$ cat config.mk
export PLATFORM = sky130hd
export DESIGN_NAME = imm_gen_pipe
export DESIGN_NICKNAME = d
export VERILOG_FILES = /design/src/rtl/imm_gen_pipe.sv
export SDC_FILE = /design/constraint.sdc
export NUM_CORES = 1
export LEC_CHECK = 0
export CORE_MARGIN = 2
export CORE_UTILIZATION = 50
export CTS_CLUSTER_SIZE = 14
export DETAILED_ROUTE_END_ITERATION = 7
export GPL_ROUTABILITY_DRIVEN = 0
export GPL_TIMING_DRIVEN = 0
export PLACE_DENSITY = 0.81
export SLEW_MARGIN = 20
export SYNTH_ARGS = -nofsm -noshare
export SYNTH_HDL_FRONTEND = slang
export SYNTH_SLANG_ARGS = --single-unit
$ cat constraint.sdc
create_clock -name clk -period 19.8 [get_ports clk]
set_clock_uncertainty 0.1 [all_clocks]
set_input_delay 2.97 -clock clk [delete_from_list [all_inputs] [get_ports clk]]
set_output_delay 2.97 -clock clk [all_outputs]
set_load 0.005 [all_outputs]
$ cat src/rtl/imm_gen_pipe.sv
// Registered RISC-V immediate generator for the ID stage.
// One-cycle latency, valid/ready on both sides, skid entry keeps in_ready registered.
module imm_gen_pipe #(
    parameter int XLEN  = 64,
    parameter int TAG_W = 64
) (
    input  logic             clk,
    input  logic             rst,
    input  logic             flush,
    input  logic             in_valid,
    output logic             in_ready,
    input  logic [31:0]      in_inst,
    input  logic [2:0]       in_func,
    input  logic [TAG_W-1:0] in_tag,
    output logic             out_valid,
    input  logic             out_ready,
    output logic [XLEN-1:0]  out_imm,
    output logic             out_err,
    output logic [TAG_W-1:0] out_tag
);

    generate
        if (XLEN != 32 && XLEN != 64) begin : g_bad_xlen
            $error("imm_gen_pipe: XLEN must be 32 or 64");
        end
    endgenerate

    logic [63:0]      gen_imm64;
    logic [XLEN-1:0]  gen_imm;
    logic             gen_err;

    always_comb begin
        gen_imm64 = '0;
        gen_err   = 1'b0;
        case (in_func)
            3'b001: gen_imm64 = {{52{in_inst[31]}}, in_inst[31:20]};
            3'b010: gen_imm64 = {{32{in_inst[31]}}, in_inst[31:12], 12'b0};
            3'b011: gen_imm64 = {{51{in_inst[31]}}, in_inst[31], in_inst[7],
                                 in_inst[30:25], in_inst[11:8], 1'b0};
            3'b100: gen_imm64 = {{43{in_inst[31]}}, in_inst[31], in_inst[19:12],
                                 in_inst[20], in_inst[30:21], 1'b0};
            3'b101: gen_imm64 = {{52{in_inst[31]}}, in_inst[31:25], in_inst[11:7]};
            3'b110: gen_imm64 = {59'b0, in_inst[19:15]};
            3'b111: begin
                // RV32 shifts only have 5 shamt bits; bit 25 set is illegal there
                if (XLEN == 64) begin
                    gen_imm64 = {58'b0, in_inst[25:20]};
                end else begin
                    gen_imm64 = {59'b0, in_inst[24:20]};
                    gen_err   = in_inst[25];
                end
            end
            default: gen_err = 1'b1;
        endcase
        if (gen_err) begin
            gen_imm64 = '0;
        end
    end

    assign gen_imm = gen_imm64[XLEN-1:0];

    logic             out_valid_q, out_valid_d;
    logic [XLEN-1:0]  out_imm_q, out_imm_d;
    logic             out_err_q, out_err_d;
    logic [TAG_W-1:0] out_tag_q, out_tag_d;
    logic             skid_valid_q, skid_valid_d;
    logic [XLEN-1:0]  skid_imm_q, skid_imm_d;
    logic             skid_err_q, skid_err_d;
    logic [TAG_W-1:0] skid_tag_q, skid_tag_d;
    logic             in_fire;
    logic             main_free;

    assign in_ready  = !skid_valid_q;
    assign in_fire   = in_valid && in_ready;
    assign main_free = !out_valid_q || out_ready;

    always_comb begin
        out_valid_d  = out_valid_q;
        out_imm_d    = out_imm_q;
        out_err_d    = out_err_q;
        out_tag_d    = out_tag_q;
        skid_valid_d = skid_valid_q;
        skid_imm_d   = skid_imm_q;
        skid_err_d   = skid_err_q;
        skid_tag_d   = skid_tag_q;
        if (flush) begin
            out_valid_d  = 1'b0;
            skid_valid_d = 1'b0;
        end else if (main_free) begin
            // skid is older than any new beat, and in_ready is low while it is full
            if (skid_valid_q) begin
                out_valid_d  = 1'b1;
                out_imm_d    = skid_imm_q;
                out_err_d    = skid_err_q;
                out_tag_d    = skid_tag_q;
                skid_valid_d = 1'b0;
            end else if (in_fire) begin
                out_valid_d = 1'b1;
                out_imm_d   = gen_imm;
                out_err_d   = gen_err;
                out_tag_d   = in_tag;
            end else begin
                out_valid_d = 1'b0;
            end
        end else if (in_fire) begin
            skid_valid_d = 1'b1;
            skid_imm_d   = gen_imm;
            skid_err_d   = gen_err;
            skid_tag_d   = in_tag;
        end
    end

    always_ff @(posedge clk or posedge rst) begin
        if (rst) begin
            out_valid_q  <= 1'b0;
            out_imm_q    <= '0;
            out_err_q    <= 1'b0;
            out_tag_q    <= '0;
            skid_valid_q <= 1'b0;
            skid_imm_q   <= '0;
            skid_err_q   <= 1'b0;
            skid_tag_q   <= '0;
        end else begin
            out_valid_q  <= out_valid_d;
            out_imm_q    <= out_imm_d;
            out_err_q    <= out_err_d;
            out_tag_q    <= out_tag_d;
            skid_valid_q <= skid_valid_d;
            skid_imm_q   <= skid_imm_d;
            skid_err_q   <= skid_err_d;
            skid_tag_q   <= skid_tag_d;
        end
    end

    assign out_valid = out_valid_q;
    assign out_imm   = out_imm_q;
    assign out_err   = out_err_q;
    assign out_tag   = out_tag_q;

endmodule

# == Word level (Yosys, flattened, before mapping) ==
# Index checks and enable logic that the tools add are counted.
# word_totals
ff_bits,260
word_cells,43
in_bits,104
output_inout_bits,131
# classes
reduce_logical,10
eq_ne,7
n_bitwise,2
muxes,16
# ops
operator,count
64-bit case mux with 7 select lines,1
64-bit 2-to-1 mux,5
"3-bit == test, second input constant",4
1-bit 2-to-1 mux,10
7-bit OR reduction,1
"3-bit by 2-bit == test with 1-bit output, second input constant",2
3-bit AND reduction,2
2-bit nonzero test,2
"3-bit by 1-bit == test with 1-bit output, second input constant",1
3-bit nonzero test,1
1-bit zero test,2
1-bit NOT,2
1-bit logical AND,1
1-bit logical OR,1

# == Depth between registers and ports, before layout ==
# Gate-level depths: netlist (run 1).
# depth
word_depth,6
depth_mapped,8
ltp_nobuf,4

# == Worst setup path after synthesis (run 1) ==
# No wires, ideal clock.
# synth_path
kind,input to register
start,input out_ready
end,"register out_tag_q[0], in the netlist out_tag[0]"
setup_slack_ps,15654
required_time_ps,19568
path_stages,7
arrival_ps,3913
n_path_buf,3
setup_time_ps,132
cell_sequence,nor2b_1 -> or3_1 -> buf_4 -> buf_6 -> buf_2 -> nand2_1 -> o21ai_1
# synth_between
elab_chain_cells,2
# synth_rtl
element,line_no,text
"start, declared",16,"input logic out_ready,"
1-bit logical OR,75,assign main_free = !out_valid_q || out_ready;
3-bit AND reduction (no line),n/a,
"end signal, assigned",127,out_tag_q <= out_tag_d;
"end, declared",65,"logic [TAG_W-1:0] out_tag_q, out_tag_d;"
# Every way passes these cells.
# A chain may end at the register's enable or synchronous reset.

==> results.ini, run 1 <==
[clock_tree]
post_cts_buffers=0
cts_buffer_depth=2
path_clk_slew_ns=0.07
clock-sinks=196
insertion_delay_ns=0.43
root_buffer=clkbuf_16
cts_tree=yes
cts-htree-levels=4
ctsResizeCount=0
cts_hold_buf=0
numCtsBuffers=17

[global_route]
grt_overflow=0
grt_pass1_wl_mm=35.5
grt_max_degree=102
track_usage=0.246
grt_pass1_vias=6865
antenna_found_initial=0

[sta]
fin_crit_ns=5.21
hold_viol=0
slew_headroom=0.363
finalSetupViolations=0
fin_tns_setup_ns=0
slew_violations=0
fmax_mhz=192
tightestPinTransition_ns=0.956
setup_ws_ns=14.59
finalCritPeriodShare=0.263
rsz0062_at_grt=false

[hold_path]
holdPathStages=2
hold_path.class=reg -> reg

[layout]
regArea_mm2=0.00490
area_growth_pct=36.1
antenna_cells=0
fin_nets=1163
final_common_cell=clkdlybuf4s50_1
num-fill-cells=1351
instances_no_fill=1297
layout-drive-gt1-share=0.157
multi_input_area_mm2=0.00341
layout_common_cells=226 x clkdlybuf4s50_1, 196 x dfrtp_1, 133 x nand2_1

[setup_path]
worstPathCellList=buf_4, clkdlybuf4s50_1
cpMaxStageDelayCell=dfrtp_1
crit_fanout=34
critPathLaunchType=flip-flop
r2r_cells=7
critPathBufInv=2
cp.arrival_ns=2.14
end_kind=output pin
crit_family=flip-flops
cp.depth=2
worstPathRequired_ns=16.73
worst_path_largest_cell_delay_ns=0.97
worstSetupPathType=reg -> out

[power_and_ir_drop]
p_int_uw=842
power_frac_clock=0.317
vdd_drop_max_uv=60.9
power.density_mw_per_mm2=94.2
p_leak_nw=5.06
power.switching_uw=292
p_total_mw=1.13
p_seq_frac=0.461
combPwrFrac=0.222
swShare=0.258

[synthesis]
synth_cell_types=30
synthCells=813
ys_ff_latch=196
synth_area_per_cell_um2=10.9
syn-cell-area_mm2=0.00885
ys_seq_area_frac=0.554
ys_warn_count=0
syn_nets=917

[outcome]
outcome=completed

[routing]
routed_via_density=5.39
ant_nets=0
drc=0
routed_wl_mm=22.4
routedWlPerCell_um=17.3
drt_iter0_markers=445
first_pass_iters=6
vias=6991

[place]
dp_cells=1265
post-place-ws_ns=14.75
dp_hpwl_mm=16.2
io_buffers=226

[floorplanning]
row_count=48
boundaryPins=235
die_h_um=137
chipWidth_um=137
die-area_mm2=0.0188
start_util=0.512
core_region_area_mm2=0.0173

[job]
drv_cap=0

[per-stage QoR]
| stage | hold slack (ns) | util | instance area, um2 |
|---|---|---|---|
| global placement | 0.355 | 0.659 | 11400 |
| detailed placement | 0.364 | 0.661 | 11400 |
| global route | 0.397 | 0.696 | 12000 |
| CTS | 0.380 | 0.696 | 12000 |
| floorplan | 0.345 | - | 8850 |
| finish | 0.376 | 0.696 | 12000 |
[worst register-to-register path, stage by stage (launching register included)]
cell and delay, ns:
dfrtp_1 0.34, buf_4 0.19, nor2_1 0.10, nor3_1 0.39, buf_2 0.36, buf_2 0.28
o211ai_1 0.17, o21a_1 0.15
[synth_stat cells]
cell      number  area, um2
inv_1          2       7.51
mux2_2        65        732
o22ai_1        4       25.0
o221a_2        1       11.3
o21a_1        23        173
a21oi_1       14       70.1
o21ai_1       40        200
nor2_1        11       41.3
clkbuf_1      24       90.1
or4bb_1        1       11.3
nor3b_1        1       7.51
a211oi_1      11       82.6
buf_2         32        160
a21boi_1       1       7.51
a311oi_1       1       8.76
buf_1          1       3.75
nand2_1      133        499
dfrtp_1      196       4900
nand3_1        2       10.0
buf_4         35        263
o21ai_0       97        485
buf_6          1       11.3
nand2b_1       4       25.0
mux2i_1       77        771
or3_1          2       12.5
nor3_1         6       30.0
nor2b_1        3       18.8
nand3b_1       1       7.51
o211ai_1      23        173
a31oi_1        1       6.26
[power groups by stage]
stage | clock (mW) | sequential, mW | combinational, mW
final | 0.359 | 0.523 | 0.252
after detailed placement | 0 | 0.530 | 0.254
after floorplan | 0 | 0.523 | 0.115
after CTS | 0.364 | 0.523 | 0.255
after global placement | 0 | 0.527 | 0.247
after global routing | 0.381 | 0.532 | 0.278
[worst paths after layout]
| kind | startpoint | end | slack, ns |
|---|---|---|---|
| hold / removal | skid_imm_q[3]$_DFFE_PP0P_ | skid_imm_q[3]$_DFFE_PP0P_ | 0.38 |
| setup reg to reg | skid_valid_q$_DFFE_PP0P_ | out_imm[12]$_DFFE_PP0P_ | 17.63 |
| hold reg to reg | skid_imm_q[3]$_DFFE_PP0P_ | skid_imm_q[3]$_DFFE_PP0P_ | 0.38 |
| setup / recovery | out_imm[62]$_DFFE_PP0P_ | out_imm[51] | 14.59 |
| max in group asynchronous | rst | out_tag[12]$_DFFE_PP0P_ | 15.73 |
| min in group asynchronous | rst | skid_tag_q[50]$_DFFE_PP0P_ | 2.98 |
[area by class of cell]
| type | instances | share of cell area |
|---|---|---|
| plain buffers | 93 | 0.0439 |
| flip-flops and latches | 196 | 0.407 |
| inverters | 2 | 0.00125 |
| clock buffers | 18 | 0.0365 |
| multi-input cells | 522 | 0.283 |
| well taps | 225 | 0.0234 |
| repair buffers | 227 | 0.190 |
| clock inverters | 14 | 0.0143 |
[metal layers]
metal,up-vias,GRT usage,share of wire
met1,3414,0.326,0.42
li1,3303,-,-
met3,39,0.0793,0.074
met4,0,0.0876,0.027
met2,235,0.382,0.48
met5,-,0,0
[sequential cells by signal, summed over array words and instances (netlist names)]
register and count:
out_valid 1, skid_err_q 1, out_tag 64, skid_valid_q 1, skid_imm_q 32, out_imm 32
skid_tag_q 64, out_err 1
[logic make-up after synthesis]
kind of cell    after synthesis  share of synthesized area
compound gates              216                      0.140
buf+inv                      95                     0.0605
flops                       196                      0.554
mux                         142                      0.170
simple gates                164                     0.0749
No activity file was read; power rests on OpenSTA's default activity.
==> inputs of run 2 (changes only) <==
--- a/config.mk
+++ b/config.mk
@@ -6,12 +6,12 @@
 export NUM_CORES = 1
 export LEC_CHECK = 0
 export CORE_MARGIN = 2
-export CORE_UTILIZATION = 50
+export CORE_UTILIZATION = 44
 export CTS_CLUSTER_SIZE = 14
 export DETAILED_ROUTE_END_ITERATION = 7
 export GPL_ROUTABILITY_DRIVEN = 0
 export GPL_TIMING_DRIVEN = 0
-export PLACE_DENSITY = 0.81
+export PLACE_DENSITY = 0.75
 export SLEW_MARGIN = 20
 export SYNTH_ARGS = -nofsm -noshare
 export SYNTH_HDL_FRONTEND = slang
==> constraint.sdc (replaced) <==
create_clock -name clk -period 4.2 [get_ports clk]
set_clock_uncertainty 0.1 [all_clocks]
set_input_delay 0.63 -clock clk [delete_from_list [all_inputs] [get_ports clk]]
set_output_delay 0.63 -clock clk [all_outputs]
set_load 0.005 [all_outputs]
==> run 2 against run 1 <==
Effect of this change:
- combinational power increased to 4.8 times the previous value
- first-iteration DRC count decreased by 25%
- via count increased by 1.1%
- flip-flop and latch count unchanged
- register-to-register slack got worse by 15 ns
- critical path type unchanged
- wire length increased by 3.7%
- setup slack got worse by 13 ns
- largest power group unchanged
- highest routed layer unchanged
==> results.ini, run 2 (synthesized netlist as in run 1, its figures left out) <==
[outcome]
outcome=completed

[clock_tree]
ctsResizeCount=0
cts_buffer_depth=2
cts_tree=yes
insertion_delay_ns=0.43
clock-sinks=196
numCtsBuffers=17
root_buffer=clkbuf_16
cts-htree-levels=4
cts_hold_buf=0
post_cts_buffers=0
path_clk_slew_ns=0.08

[routing]
vias=7068
ant_nets=0
first_pass_iters=5
routed_via_density=5.26
drt_iter0_markers=333
drc=0
routed_wl_mm=23.3
routedWlPerCell_um=17.3

[global_route]
grt_max_degree=35
grt_pass1_wl_mm=37.9
antenna_found_initial=1
grt_pass1_vias=7084
track_usage=0.223
grt_overflow=0

[setup_path]
cpMaxStageDelayCell=dfrtp_1
crit_family=flip-flops
r2r_cells=7
rr_endpoint=out_tag[29]$_DFFE_PP0P_
r2r_start=skid_valid_q$_DFFE_PP0P_
cp.depth=2
end_kind=output pin
crit_path_end=out_imm[33]
rrSetupSlack_ns=2.28
cp.arrival_ns=2.18
crit_fanout=34
worstPathRequired_ns=3.47
worstPathCellList=buf_4, clkdlybuf4s50_1
crit_path_start=out_imm[62]$_DFFE_PP0P_
critPathBufInv=2
critPathLaunchType=flip-flop
worst_path_largest_cell_delay_ns=0.99
worstSetupPathType=reg -> out

[place]
dp_hpwl_mm=17.1
dp_cells=1310
post-place-ws_ns=1.61
io_buffers=226

[layout]
multi_input_area_mm2=0.00341
layout_common_cells=226 x clkdlybuf4s50_1, 196 x dfrtp_1, 133 x nand2_1
area_growth_pct=37.6
final_common_cell=clkdlybuf4s50_1
fin_nets=1168
instances_no_fill=1343
num-fill-cells=1663
layout-drive-gt1-share=0.161
regArea_mm2=0.00490

[sta]
finalSetupViolations=0
slew_violations=0
rsz0062_at_grt=false
slew_headroom=0.346
fin_crit_ns=2.91
hold_viol=0
hold_ws_ns=0.377
setup_ws_ns=1.29
fmax_mhz=344
tightestPinTransition_ns=0.981
finalCritPeriodShare=0.692

[power_and_ir_drop]
p_total_mw=5.28
power.density_mw_per_mm2=434
vdd_drop_max_uv=285
p_leak_nw=5.08

[floorplanning]
boundaryPins=235
start_util=0.452
die-area_mm2=0.0213
die_h_um=146
chipWidth_um=146
core_region_area_mm2=0.0196
row_count=51

[hold_path]
hold_path.class=reg -> reg

[job]
drv_cap=0

## run 2: cell count changes in the layout (fill, tap and decap cells not counted)
cell	change
diode_2	+1
clkinv_8	+5
clkinv_2	-4
clkinvlp_4	+2
clkbuf_8	-1
bufinv_16	-3
inv_6	-2
clkinv_4	+3
buf_12	+5
## run 2: layout make-up
class                   instances  share of cell area
diodes                          1            0.000206
plain buffers                  93              0.0434
clock buffers                  17              0.0349
clock inverters                15              0.0141
inverters                       2            0.000925
multi-input cells             522               0.280
flip-flops and latches        196               0.403
well taps                     265              0.0272
repair buffers                232               0.196
## run 2: how the worst min path moves through the flow
stage | start | slack, ns | endpoint | depth (start not counted)
2_1_floorplan | skid_imm_q[11]$_DFFE_PP0P_ | 0.34 | skid_imm_q[11]$_DFFE_PP0P_ | 2
3_3_place_gp | skid_imm_q[2]$_DFFE_PP0P_ | 0.36 | skid_imm_q[2]$_DFFE_PP0P_ | 2
3_5_place_dp | skid_imm_q[11]$_DFFE_PP0P_ | 0.37 | skid_imm_q[11]$_DFFE_PP0P_ | 2
4_1_cts | skid_imm_q[28]$_DFFE_PP0P_ | 0.38 | skid_imm_q[28]$_DFFE_PP0P_ | 2
5_1_grt | skid_imm_q[28]$_DFFE_PP0P_ | 0.40 | skid_imm_q[28]$_DFFE_PP0P_ | 2
6_report | skid_imm_q[28]$_DFFE_PP0P_ | 0.38 | skid_imm_q[28]$_DFFE_PP0P_ | 2
## run 2: worst register-to-register path: stages (launching register included)
cell and delay [ns]:
dfrtp_1 0.36, buf_4 0.17, nor2_1 0.21, or3_1 0.16, buf_4 0.19, clkbuf_1 0.41, nand2_1 0.13, o21ai_0 0.11
## run 2: metal layers
layer | GRT usage | wire, um | vias up
li1 | - | - | 3316
met3 | 0.0683 | 1970 | 37
met1 | 0.291 | 9640 | 3467
met2 | 0.356 | 11200 | 248
met4 | 0.0755 | 485 | 0
met5 | 0 | 0 | -
## run 2: power breakdown
| group | switching, mW | leakage, nW | internal, mW |
|---|---|---|---|
| Sequential | 0.205 | 2.44 | 2.25 |
| Combinational | 0.447 | 2.36 | 0.761 |
| Clock | 0.814 | 0.282 | 0.798 |
| Total | 1.47 | 5.08 | 3.81 |
## run 2: per-stage QoR
stage	cell area, um2	TNS, ns	utilization
floorplan	8850	0	-
global route	12200	0	0.621
global placement	11400	-137.55	0.584
CTS	12200	0	0.621
finish	12200	0	0.621
detailed placement	11600	0	0.591
==> inputs of run 3 (changes only) <==
==> constraint.sdc (replaced) <==
create_clock -name clk -period 2.5 [get_ports clk]
set_clock_uncertainty 0.1 [all_clocks]
set_input_delay 0.375 -clock clk [delete_from_list [all_inputs] [get_ports clk]]
set_output_delay 0.375 -clock clk [all_outputs]
set_load 0.005 [all_outputs]
==> run 3 against run 2 <==
Effect of this change:
- wire length increased by 0.23%
- utilization about the same
- power increased by 68%
- non-clock buffer count decreased by 1
- via count about the same
- critical path type unchanged
- critical endpoint unchanged
- largest power group unchanged
==> results.ini, run 3 (synthesized netlist as in run 1, its figures left out) <==
[outcome]
outcome=completed

[sta]
fin_crit_ns=2.33
hold_viol=0
tightestPinTransition_ns=0.779
slew_headroom=0.480
finalSetupViolations=0
rsz0062_at_grt=false
fmax_mhz=429
slew_violations=0
finalCritPeriodShare=0.933

[clock_tree]
ctsResizeCount=1
cts_tree=yes
cts_buffer_depth=2
root_buffer=clkbuf_16
path_clk_slew_ns=0.08
cts_hold_buf=0
numCtsBuffers=17
cts-htree-levels=4
clock-sinks=196
insertion_delay_ns=0.43
post_cts_buffers=0

[setup_path]
cp.arrival_ns=1.86
worstSetupPathType=reg -> out
crit_fanout=34
worstPathRequired_ns=2.03
worstPathCellList=buf_4, clkdlybuf4s50_1
cpMaxStageDelayCell=dfrtp_2
critPathLaunchType=flip-flop
critPathBufInv=2
end_kind=output pin
worst_path_largest_cell_delay_ns=0.71
crit_family=flip-flops

[layout]
fin_nets=1167
instances_no_fill=1342
area_growth_pct=37.6
layout_common_cells=226 x clkdlybuf4s50_1, 195 x dfrtp_1, 133 x nand2_1
num-fill-cells=1664
final_common_cell=clkdlybuf4s50_1
layout-drive-gt1-share=0.163

[power_and_ir_drop]
p_total_mw=8.88
power.density_mw_per_mm2=729
vdd_drop_max_uv=477
p_leak_nw=5.08

[routing]
drc=0
routedWlPerCell_um=17.4
routed_wl_mm=23.3
ant_nets=0
drt_iter0_markers=323
vias=7072
routed_via_density=5.27
first_pass_iters=5

[floorplanning]
chipWidth_um=146
boundaryPins=235
die-area_mm2=0.0213
core_region_area_mm2=0.0196
row_count=51
start_util=0.452
die_h_um=146

[global_route]
track_usage=0.223
antenna_found_initial=1
grt_max_degree=35
grt_overflow=0
grt_pass1_wl_mm=37.8
grt_pass1_vias=7078

[place]
io_buffers=226
dp_hpwl_mm=17.1
dp_cells=1310

[job]
drv_cap=0

[hold_path]
hold_path.class=in -> async

[run 3: changes by cell type in the layout (fill, tap and decap cells not counted)]
cell | previous run | this run
dfrtp_2 | 0 | 1
clkbuf_1 | 24 | 23
dfrtp_1 | 196 | 195
inv_1 | 1 | 0
clkinvlp_4 | 3 | 4
[run 3: worst paths after layout]
check / start / end / slack, ns / depth (start not counted)
max reg2reg: skid_valid_q$_DFFE_PP0P_ / out_tag[29]$_DFFE_PP0P_ / 0.58 / 7
max: out_imm[62]$_DFFE_PP0P_ / out_imm[33] / 0.17 / 2
max in group asynchronous: rst / out_imm[18]$_DFFE_PP0P_ / 1.01 / 5
min: rst / out_tag[6]$_DFFE_PP0P_ / 0.29 / 2
min reg2reg: skid_imm_q[25]$_DFFE_PP0P_ / skid_imm_q[25]$_DFFE_PP0P_ / 0.38 / 2
min in group clk: in_func[0] / skid_err_q$_DFFE_PP0P_ / 0.36 / 3
[run 3: per-layer routing]
metal  routed length, um  part of all wire  vias to the layer above  GRT usage
met3                1970             0.084                       42     0.0683
li1                    -                 -                     3308          -
met5                   0                 0                        -          0
met4                 483             0.021                        0     0.0755
met1                9700              0.42                     3459      0.291
met2               11200              0.48                      263      0.355
[run 3: layout make-up]
type,instances,area (um2),area share
buffer,92,524,0.0431
sequential,196,4910,0.403
tap,265,332,0.0272
inverter,2,15.0,0.00123
clock buffer,17,425,0.0349
multi-input combinational,522,3410,0.280
clock inverter,15,171,0.0141
timing repair buffer,232,2390,0.196
antenna,1,2.50,0.000206
[run 3: worst register-to-register path: stages, from the launching register on]
cell      delay (ns)
dfrtp_1         0.36
buf_4           0.18
nor2_1          0.21
or3_1           0.16
buf_4           0.19
clkbuf_1        0.40
nand2_1         0.13
o21ai_0         0.11
[run 3: through the flow]
| step | instance area (um2) | util | setup WS [ns] | hold WS [ns] | setup TNS [ns] |
|---|---|---|---|---|---|
| floorplan | 8850 | - | -0.507 | 0.338 | -99.45 |
| global placement | 11400 | 0.584 | -2.16 | 0.357 | -420.77 |
| detailed placement | 11600 | 0.591 | 0.160 | 0.365 | 0 |
| CTS | 12200 | 0.621 | 0.0583 | 0.306 | 0 |
| global route | 12200 | 0.621 | 0.0586 | 0.335 | 0 |
| finish | 12200 | 0.621 | 0.167 | 0.291 | 0 |
[run 3: power breakdown]
part,internal (mW),switching (mW)
Clock,1.34,1.37
Sequential,3.79,0.345
Combinational,1.27,0.752
